`src/rtl/seg7_scan_decoder.sv`:
```
// seg7_scan_decoder
//   Snapshots DIGITS active-low seven-segment patterns and scans them one
//   digit at a time, LSB digit first. Each digit is decoded to a hex nibble
//   and flagged invalid if it is not a legal 0-F glyph.
//
// Parameters
//   DIGITS    number of digits scanned (1..8)
//   SCAN_DIV  clock cycles spent per digit (>=1)
//
// Ports
//   clk       rising-edge clock
//   reset_n   asynchronous active-low reset
//   start     scan request, accepted when not busy (IDLE or DONE)
//   hex_in    digit k on [7k+6:7k], bit0 = seg a .. bit6 = seg g, 0 = lit
//   busy      scan in progress
//   done      one-cycle pulse at scan completion
//   value     decoded nibble for digit k on [4k+3:4k]
//   digit_ok  bit k set when digit k matched a legal pattern
//   err       some digit of the last scan was invalid (sticky until next accept)
//
// Build option
//   SEG7_BLANK_EN  when defined, the all-off pattern decodes as a legal blank
module seg7_scan_decoder #(
  parameter int DIGITS   = 4,
  parameter int SCAN_DIV = 1
) (
  input  logic                  clk,
  input  logic                  reset_n,
  input  logic                  start,
  input  logic [7*DIGITS-1:0]   hex_in,
  output logic                  busy,
  output logic                  done,
  output logic [4*DIGITS-1:0]   value,
  output logic [DIGITS-1:0]     digit_ok,
  output logic                  err
);

  localparam int IW = (DIGITS   > 1) ? $clog2(DIGITS)   : 1;
  localparam int DW = (SCAN_DIV > 1) ? $clog2(SCAN_DIV) : 1;
  localparam logic [IW-1:0] LAST_IDX = IW'(DIGITS - 1);
  localparam logic [DW-1:0] DIV_MAX  = DW'(SCAN_DIV - 1);

  typedef enum logic [1:0] {
    IDLE,
    SCAN,
    DONE
  } state_t;

  state_t              state, state_nx;
  logic [7*DIGITS-1:0] snap;
  logic [IW-1:0]       idx;
  logic [DW-1:0]       div;
  logic                fin;
  logic                accept;
  logic [6:0]          cur_pat;
  logic [4:0]          cur_dec;

  // Returns {legal, nibble}; patterns are g..a with 0 = segment lit.
  function automatic logic [4:0] seg_decode(input logic [6:0] p);
    logic [4:0] r;
    r = '0;
    case (p)
      7'b1000000: r = {1'b1, 4'h0};
      7'b1111001: r = {1'b1, 4'h1};
      7'b0100100: r = {1'b1, 4'h2};
      7'b0110000: r = {1'b1, 4'h3};
      7'b0011001: r = {1'b1, 4'h4};
      7'b0010010: r = {1'b1, 4'h5};
      7'b0000010: r = {1'b1, 4'h6};
      7'b1111000: r = {1'b1, 4'h7};
      7'b0000000: r = {1'b1, 4'h8};
      7'b0010000: r = {1'b1, 4'h9};
      7'b0001000: r = {1'b1, 4'hA};
      7'b0000011: r = {1'b1, 4'hB};
      7'b1000110: r = {1'b1, 4'hC};
      7'b0100001: r = {1'b1, 4'hD};
      7'b0000110: r = {1'b1, 4'hE};
      7'b0001110: r = {1'b1, 4'hF};
`ifdef SEG7_BLANK_EN
      7'b1111111: r = {1'b1, 4'h0};
`endif
      default:    r = '0;
    endcase
    return r;
  endfunction

  always_comb begin
    accept   = start && (state != SCAN);
    cur_pat  = snap[idx*7 +: 7];
    cur_dec  = seg_decode(cur_pat);
    state_nx = state;
    case (state)
      IDLE:    if (start) state_nx = SCAN;
      // fin is raised by the final digit write, so SCAN lingers one extra
      // cycle after the last slot before DONE.
      SCAN:    if (fin) state_nx = DONE;
      DONE:    state_nx = start ? SCAN : IDLE;
      default: state_nx = IDLE;
    endcase
  end

  always_ff @(posedge clk or negedge reset_n) begin
    if (!reset_n) state <= IDLE;
    else          state <= state_nx;
  end

  always_ff @(posedge clk or negedge reset_n) begin
    if (!reset_n) begin
      snap     <= '0;
      idx      <= '0;
      div      <= '0;
      fin      <= 1'b0;
      value    <= '0;
      digit_ok <= '0;
      err      <= 1'b0;
    end else if (accept) begin
      snap     <= hex_in;
      idx      <= '0;
      div      <= '0;
      fin      <= 1'b0;
      value    <= '0;
      digit_ok <= '0;
      err      <= 1'b0;
    end else if (state == SCAN && !fin) begin
      if (div == DIV_MAX) begin
        div                <= '0;
        value[idx*4 +: 4]  <= cur_dec[3:0];
        digit_ok[idx]      <= cur_dec[4];
        if (!cur_dec[4]) err <= 1'b1;
        // Index stops at the last digit rather than wrapping; fin marks the end.
        if (idx == LAST_IDX) fin <= 1'b1;
        else                 idx <= idx + 1'b1;
      end else begin
        div <= div + 1'b1;
      end
    end
  end

  assign busy = (state == SCAN);
  assign done = (state == DONE);

endmodule

```
`config.mk`:
```
export PLATFORM = sky130hd
export DESIGN_NAME = seg7_scan_decoder
export DESIGN_NICKNAME = d
export VERILOG_FILES = /design/src/rtl/seg7_scan_decoder.sv
export SDC_FILE = /design/constraint.sdc
export NUM_CORES = 1
export LEC_CHECK = 0
export CORE_MARGIN = 1.5
export CORE_UTILIZATION = 53
export CTS_BUF_LIST = sky130_fd_sc_hd__clkbuf_8
export DETAILED_ROUTE_END_ITERATION = 8
export PLACE_DENSITY_LB_ADDON = 0.05
export SYNTH_ARGS = -nofsm -noshare
export SYNTH_HDL_FRONTEND = slang
export SYNTH_SLANG_ARGS = --single-unit
```
`constraint.sdc`:
```
create_clock -name clk -period 3.34 [get_ports clk]
set_input_delay 1.002 -clock clk [delete_from_list [all_inputs] [get_ports clk]]
set_output_delay 1.002 -clock clk [all_outputs]
set_load 0.01 [all_outputs]
```
# After elaboration in Yosys (flattened, before gate mapping)
# Index checks and enable logic that the tools add are counted.
[classes]
n_mul = 1
shift = 3
n_addsub = 3
order_cmp = 2
reduce_logical = 13
n_eq_ne = 24
mux = 30
[ops]
columns = ["cell", "n"]
rows = [
  ["5-bit case mux with 16 select lines", 1],
  ["16-bit two-way mux", 3],
  ["4-bit negator with 34-bit output", 1],
  ["4-bit by 34-bit variable shift with 16-bit output (first input constant)", 1],
  ["4-bit by 34-bit variable part select with 16-bit output", 1],
  ["7-bit == test (second input constant)", 4],
  ["28-bit by 6-bit variable part select with 7-bit output", 1],
  ["7-bit by 5-bit == test with 1-bit output (second input constant)", 3],
  ["7-bit by 6-bit == test with 1-bit output (second input constant)", 3],
  ["16-bit bitwise mux", 1],
  ["7-bit by 2-bit == test with 1-bit output (second input constant)", 2],
  ["7-bit by 4-bit == test with 1-bit output (second input constant)", 2],
  ["1-bit two-way mux", 13],
  ["2-bit two-way mux", 6],
  ["4-bit two-way mux", 3],
  ["3-bit AND reduction", 3],
  ["7-bit by 3-bit == test with 1-bit output (second input constant)", 1],
  ["7-bit zero test", 1],
  ["2-bit by 1-bit inequality test with 1-bit output (second input constant)", 3],
  ["2-bit inequality test (second input constant)", 3],
  ["2-bit case mux with 3 select lines", 1],
  ["2-bit by 3-bit multiplier with 5-bit output (second input constant)", 1],
  ["4-bit bitwise mux", 1],
  ["2-bit == test (second input constant)", 2],
  ["other kinds (11)", 15],
]
[totals]
input_bits = 31
regBits = 55
output_inout_bits = 23

# Depth between registers and ports, before layout
[logic_depth]
ltp_word = 9
ltp_mapped = 8

# Worst setup path after synthesis
# OpenSTA, ideal clock, no wires.
[synth_timing]
path_type = "flip-flop to flip-flop"
startpoint = "register idx[0]"
endpoint = "register digit_ok[0]"
t_arrival_ps = 2284
path_stages_with_launch = 9
required_ps = 3194
path_buffers = 2
setup_ps = 146
path_slack_ps = 910
cell_sequence = "dfrtp_1 buf_6 mux4_2 buf_2 and3b_2 o31ai_1 o31ai_1 nor3_4 a311oi_1"
[synth_between]
elab_chain_len = 8
word_cells_on_any_way = 28
classes_between = "mul: 1; order compare: 2; eq/ne: 15; shift: 1; mux: 7; reduce/logical: 2"
[synth_lines]
columns = ["element", "line", "source"]
rows = [
  ["start, declared", "51", "logic [IW-1:0] idx;"],
  ["start signal, assigned", "132", "else idx <= idx + 1'b1;"],
  ["2-bit by 3-bit multiplier with 5-bit output, or another cell as far along", "89", "cur_pat = snap[idx*7 +: 7];"],
  ["28-bit by 6-bit variable part select with 7-bit output / 1-bit logical AND (equally long branches)", "89, 128", ""],
  ["7-bit by 4-bit == test with 1-bit output, or another cell as far along", "62", "case (p)"],
  ["5-bit case mux with 16 select lines / 1-bit demux with 2-bit select (equally long branches)", "62, 128", ""],
  ["4-bit bitwise mux (*)", "128", "digit_ok[idx] <= cur_dec[4];"],
  ["4-bit two-way mux (*)", "125", "if (div == DIV_MAX) begin"],
  ["4-bit two-way mux (*)", "124", "end else if (state == SCAN && !fin) begin"],
  ["4-bit two-way mux (*)", "116", "end else if (accept) begin"],
  ["end signal, assigned by index", "128", ""],
  ["end, declared", "34", "output logic [DIGITS-1:0] digit_ok,"],
]
# Every way passes the cells marked *; elsewhere a longest branch is shown, timed or not. The select of a mux whose other input is x is not followed.
# A chain may end at the register's enable or synchronous reset.

# Worst setup path in the final report
[layout_timing]
startpoint = "register idx[0]"
endpoint = "register digit_ok[2]"
# Same word-level chain as after synthesis.

==> flow_summary.toml <==
[worst_setup_path]
end_kind = "flip-flop"
crit_slowest_cell = "mux4_1"
critPathLaunchType = "flip-flop"
critPathBufInv = 0
cp_max_fo = 11
reg2reg_setup_slack_ps = 560
crit_family = "compound AO/OA/AOI/OAI gates"
arrival_ps = 2980
worstRegToRegCells = 6
critical_path_class = "flip-flop to flip-flop"
critPathRequiredTime_ps = 3550
reg2reg_from = "idx[0]$_DFFE_PN0P_"
cp_cell_sequence = "mux4_1, or3b_1, a211oi_1, a211o_4, nor3_4, a311oi_1"
reg2reg_to = "digit_ok[2]$_DFFE_PN0P_"
critPathMaxStageDelay_ps = 790

[power_and_ir_drop]
power_mw = 3.038
power.density_mw_per_mm2 = 925.4
power.internal_mw = 1.725
share_comb_of_total_power = 0.536
p_leak_nw = 1.497
power.switching_mw = 1.313
clkPwrFrac = 0.113
p_seq_frac = 0.351
vdd.ir_drop.worst_mv = 0.4923
p_sw_frac = 0.4322

[timing]
setup_viol = 0
tightest_slew_ps = 705.0
slew_headroom = 0.5283
clock_skew_ps = 9.050
whs_ps = 481.0
fin_ws_ps = 562.3
fmax_mhz = 360.0
tns_ps = 0
hold_viol = 0
rsz0062_at_grt = "false"
period_needed_ps = 2778
final_max_slew_viol_count = 0
finalCritPeriodShare = 0.8317

[finish]
antennaDiodeCount = 0
fin_cells = 394
drive_above_1_share = 0.07645
area_growth_pct = 24.89
final_nets = 362
regArea_mm2 = 0.001351
multi_input_area_mm2 = 0.001195
nFillCells = 404

[synth]
yosys.cell_types.count = 43
synth_fp_nets = 312
synth_edf_count = 0
synth.cells.most_frequent = "nand2_1 (105), dfrtp_1 (54), o21ai_0 (19)"
synth_top_area_cell = "dfrtp_1"
synth_area_leaders = "dfrtp_1 (51%), nand2_1 (15%), o21ai_0 (3.6%), mux4_2 (3.4%), mux4_1 (3.0%)"
synthArstFlopShare = 1.000
syn_area_mm2 = 0.002629
yosysMostFrequentCell = "nand2_1"
ys_ff_latch = 54
netlist.area_leader.share = 0.5140
yosys_warnings = 0
avgSynthCellArea_um2 = 9.490
synthCells = 277
ys.flop_type = "dfrtp_1"
yosysSeqAreaShare = 0.5140

[clocking]
h-tree-depth = 2
clock-sinks = 54
cts_resized = 0
cts.root.buffer_cell = "clkbuf_8"
clk_latency_ps = 310
clock_path_buffers = 2
path_clk_slew_ps = 90
cts_tree = "done"
cts_hold_buf = 0
postCtsSetupBuffers = 0
cts_made_buffers = 5

[placed_design]
placedCellCount = 387
io_buffers = 53
gp_congestion = 0.9512
dpl.hpwl_um = 3980
pre_cts_ws_ps = 561.4

[floorplanning]
fp-row-count = 25
io_pins = 54
start_util = 0.5529
dieWidth_um = 73.43
fp.dieH_um = 73.43
core_mm2 = 0.004755
design.die.area_mm2 = 0.005391

[route]
num_vias = 2084
wl_um = 5551
drtPass1Iterations = 4
drt-vias-per-instance = 5.289
dr.first_iter.drc_count = 168
antenna_left = 0
drc = 0
wire_per_inst_um = 14.09

[min_path]
whs_path_depth = 2
min_from = "snap[10]$_DFFE_PN0P_"
min-delay-path-class = "flip-flop to flip-flop"
holdPathEnd = "snap[10]$_DFFE_PN0P_"

[global_route]
grt_use_total = 0.2326
grt_overflow = 0
antenna_found_initial = 0
grt_max_degree = 55
grt_first_pass_wirelength_um = 9597
grt_pass1_vias = 2044

[job]
maxCapViolations = 0

[status]
status = "completed"
==> worst min-delay path, cell delays in order (launching register included) <==
cell,delay [ps]
dfrtp_1,350
nand2_1,50
nand2_1,50
==> cells by family (layout without fill, tap and decap cells) <==
family	count (synthesis)	in the layout	share of synthesized area
AND/OR/NAND/NOR	148	148	0.2565
flip-flops	54	54	0.5140
AO/OA/AOI/OAI	42	42	0.1023
buffers and inverters	19	69	0.03236
multiplexers	9	9	0.07235
adder cells (fa/ha/maj)	4	4	0.01904
XOR/XNOR	1	1	0.003332
==> per-layer routing <==
metal	vias up	share of wire	global-route usage	wire length, um
met5	-	0	0	0
met4	0	0.0072	0.06584	40
met2	46	0.48	0.3747	2637
met1	995	0.48	0.3233	2660
met3	4	0.038	0.04527	212
li1	1039	-	-	-
==> power by group through the flow <==
stage,Clock (mW),Sequential [mW],Combinational (mW)
detailed placement,0,1.08,1.62
finish,0.343,1.07,1.63
global placement,0,1.07,1.59
CTS,0.353,1.07,1.63
global route,0.373,1.09,1.83
floorplan,0,1.03,1.23
==> how the worst max path moves through the flow <==
stage               depth (start not counted)  slack (ps)                       to                from
floorplan                                   8         910  digit_ok[0]$_DFFE_PN0P_  idx[0]$_DFFE_PN0P_
global placement                            6         600  digit_ok[0]$_DFFE_PN0P_  idx[0]$_DFFE_PN0P_
detailed placement                          6         560  digit_ok[2]$_DFFE_PN0P_  idx[0]$_DFFE_PN0P_
CTS                                         6         580  digit_ok[2]$_DFFE_PN0P_  idx[0]$_DFFE_PN0P_
global route                                6         380  digit_ok[0]$_DFFE_PN0P_  idx[0]$_DFFE_PN0P_
finish                                      6         560  digit_ok[2]$_DFFE_PN0P_  idx[0]$_DFFE_PN0P_
==> stage by stage <==
step / util / cell area [um2]
after CTS: 0.6905 / 3283
after detailed placement: 0.6739 / 3204
after global routing: 0.6905 / 3283
final: 0.6905 / 3283
after global placement: 0.6739 / 3204
after floorplan: - / 2629
==> final cells by class <==
cell class              count  area share
clock buffers               5     0.02096
clock inverters             2    0.003049
inverters                   5    0.005716
flip-flops and latches     54      0.4116
multi-input cells         204      0.3639
well taps                  67     0.02553
repair buffers             57      0.1692
==> placed cells by master, fill, tap and decap left out, drive strengths merged, types with 2 or more instances in the layout <==
cell type      netlist  final
nand2              105    105
dfrtp               54     54
clkdlybuf4s50        0     52
o21ai               19     19
nor2                11     11
a21oi               10     10
mux4                 7      7
nand3                6      6
inv                  5      5
clkbuf               8      5
buf                  6      5
ha                   4      4
nor2b                3      3
o31ai                3      3
a311oi               3      3
nand2b               2      2
nand4b               2      2
and4b                2      2
nand4                2      2
nand3b               2      2
nor3b                2      2
clkinv               0      2
nor3                 2      2
==> sequential cells by signal (all words and copies together), names as in the netlist <==
| register | count |
|---|---|
| idx | 2 |
| snap | 28 |
| err | 1 |
| fin | 1 |
| value | 16 |
| digit_ok | 4 |
| state | 2 |
Note: power is estimated with default switching activity, not from simulation.
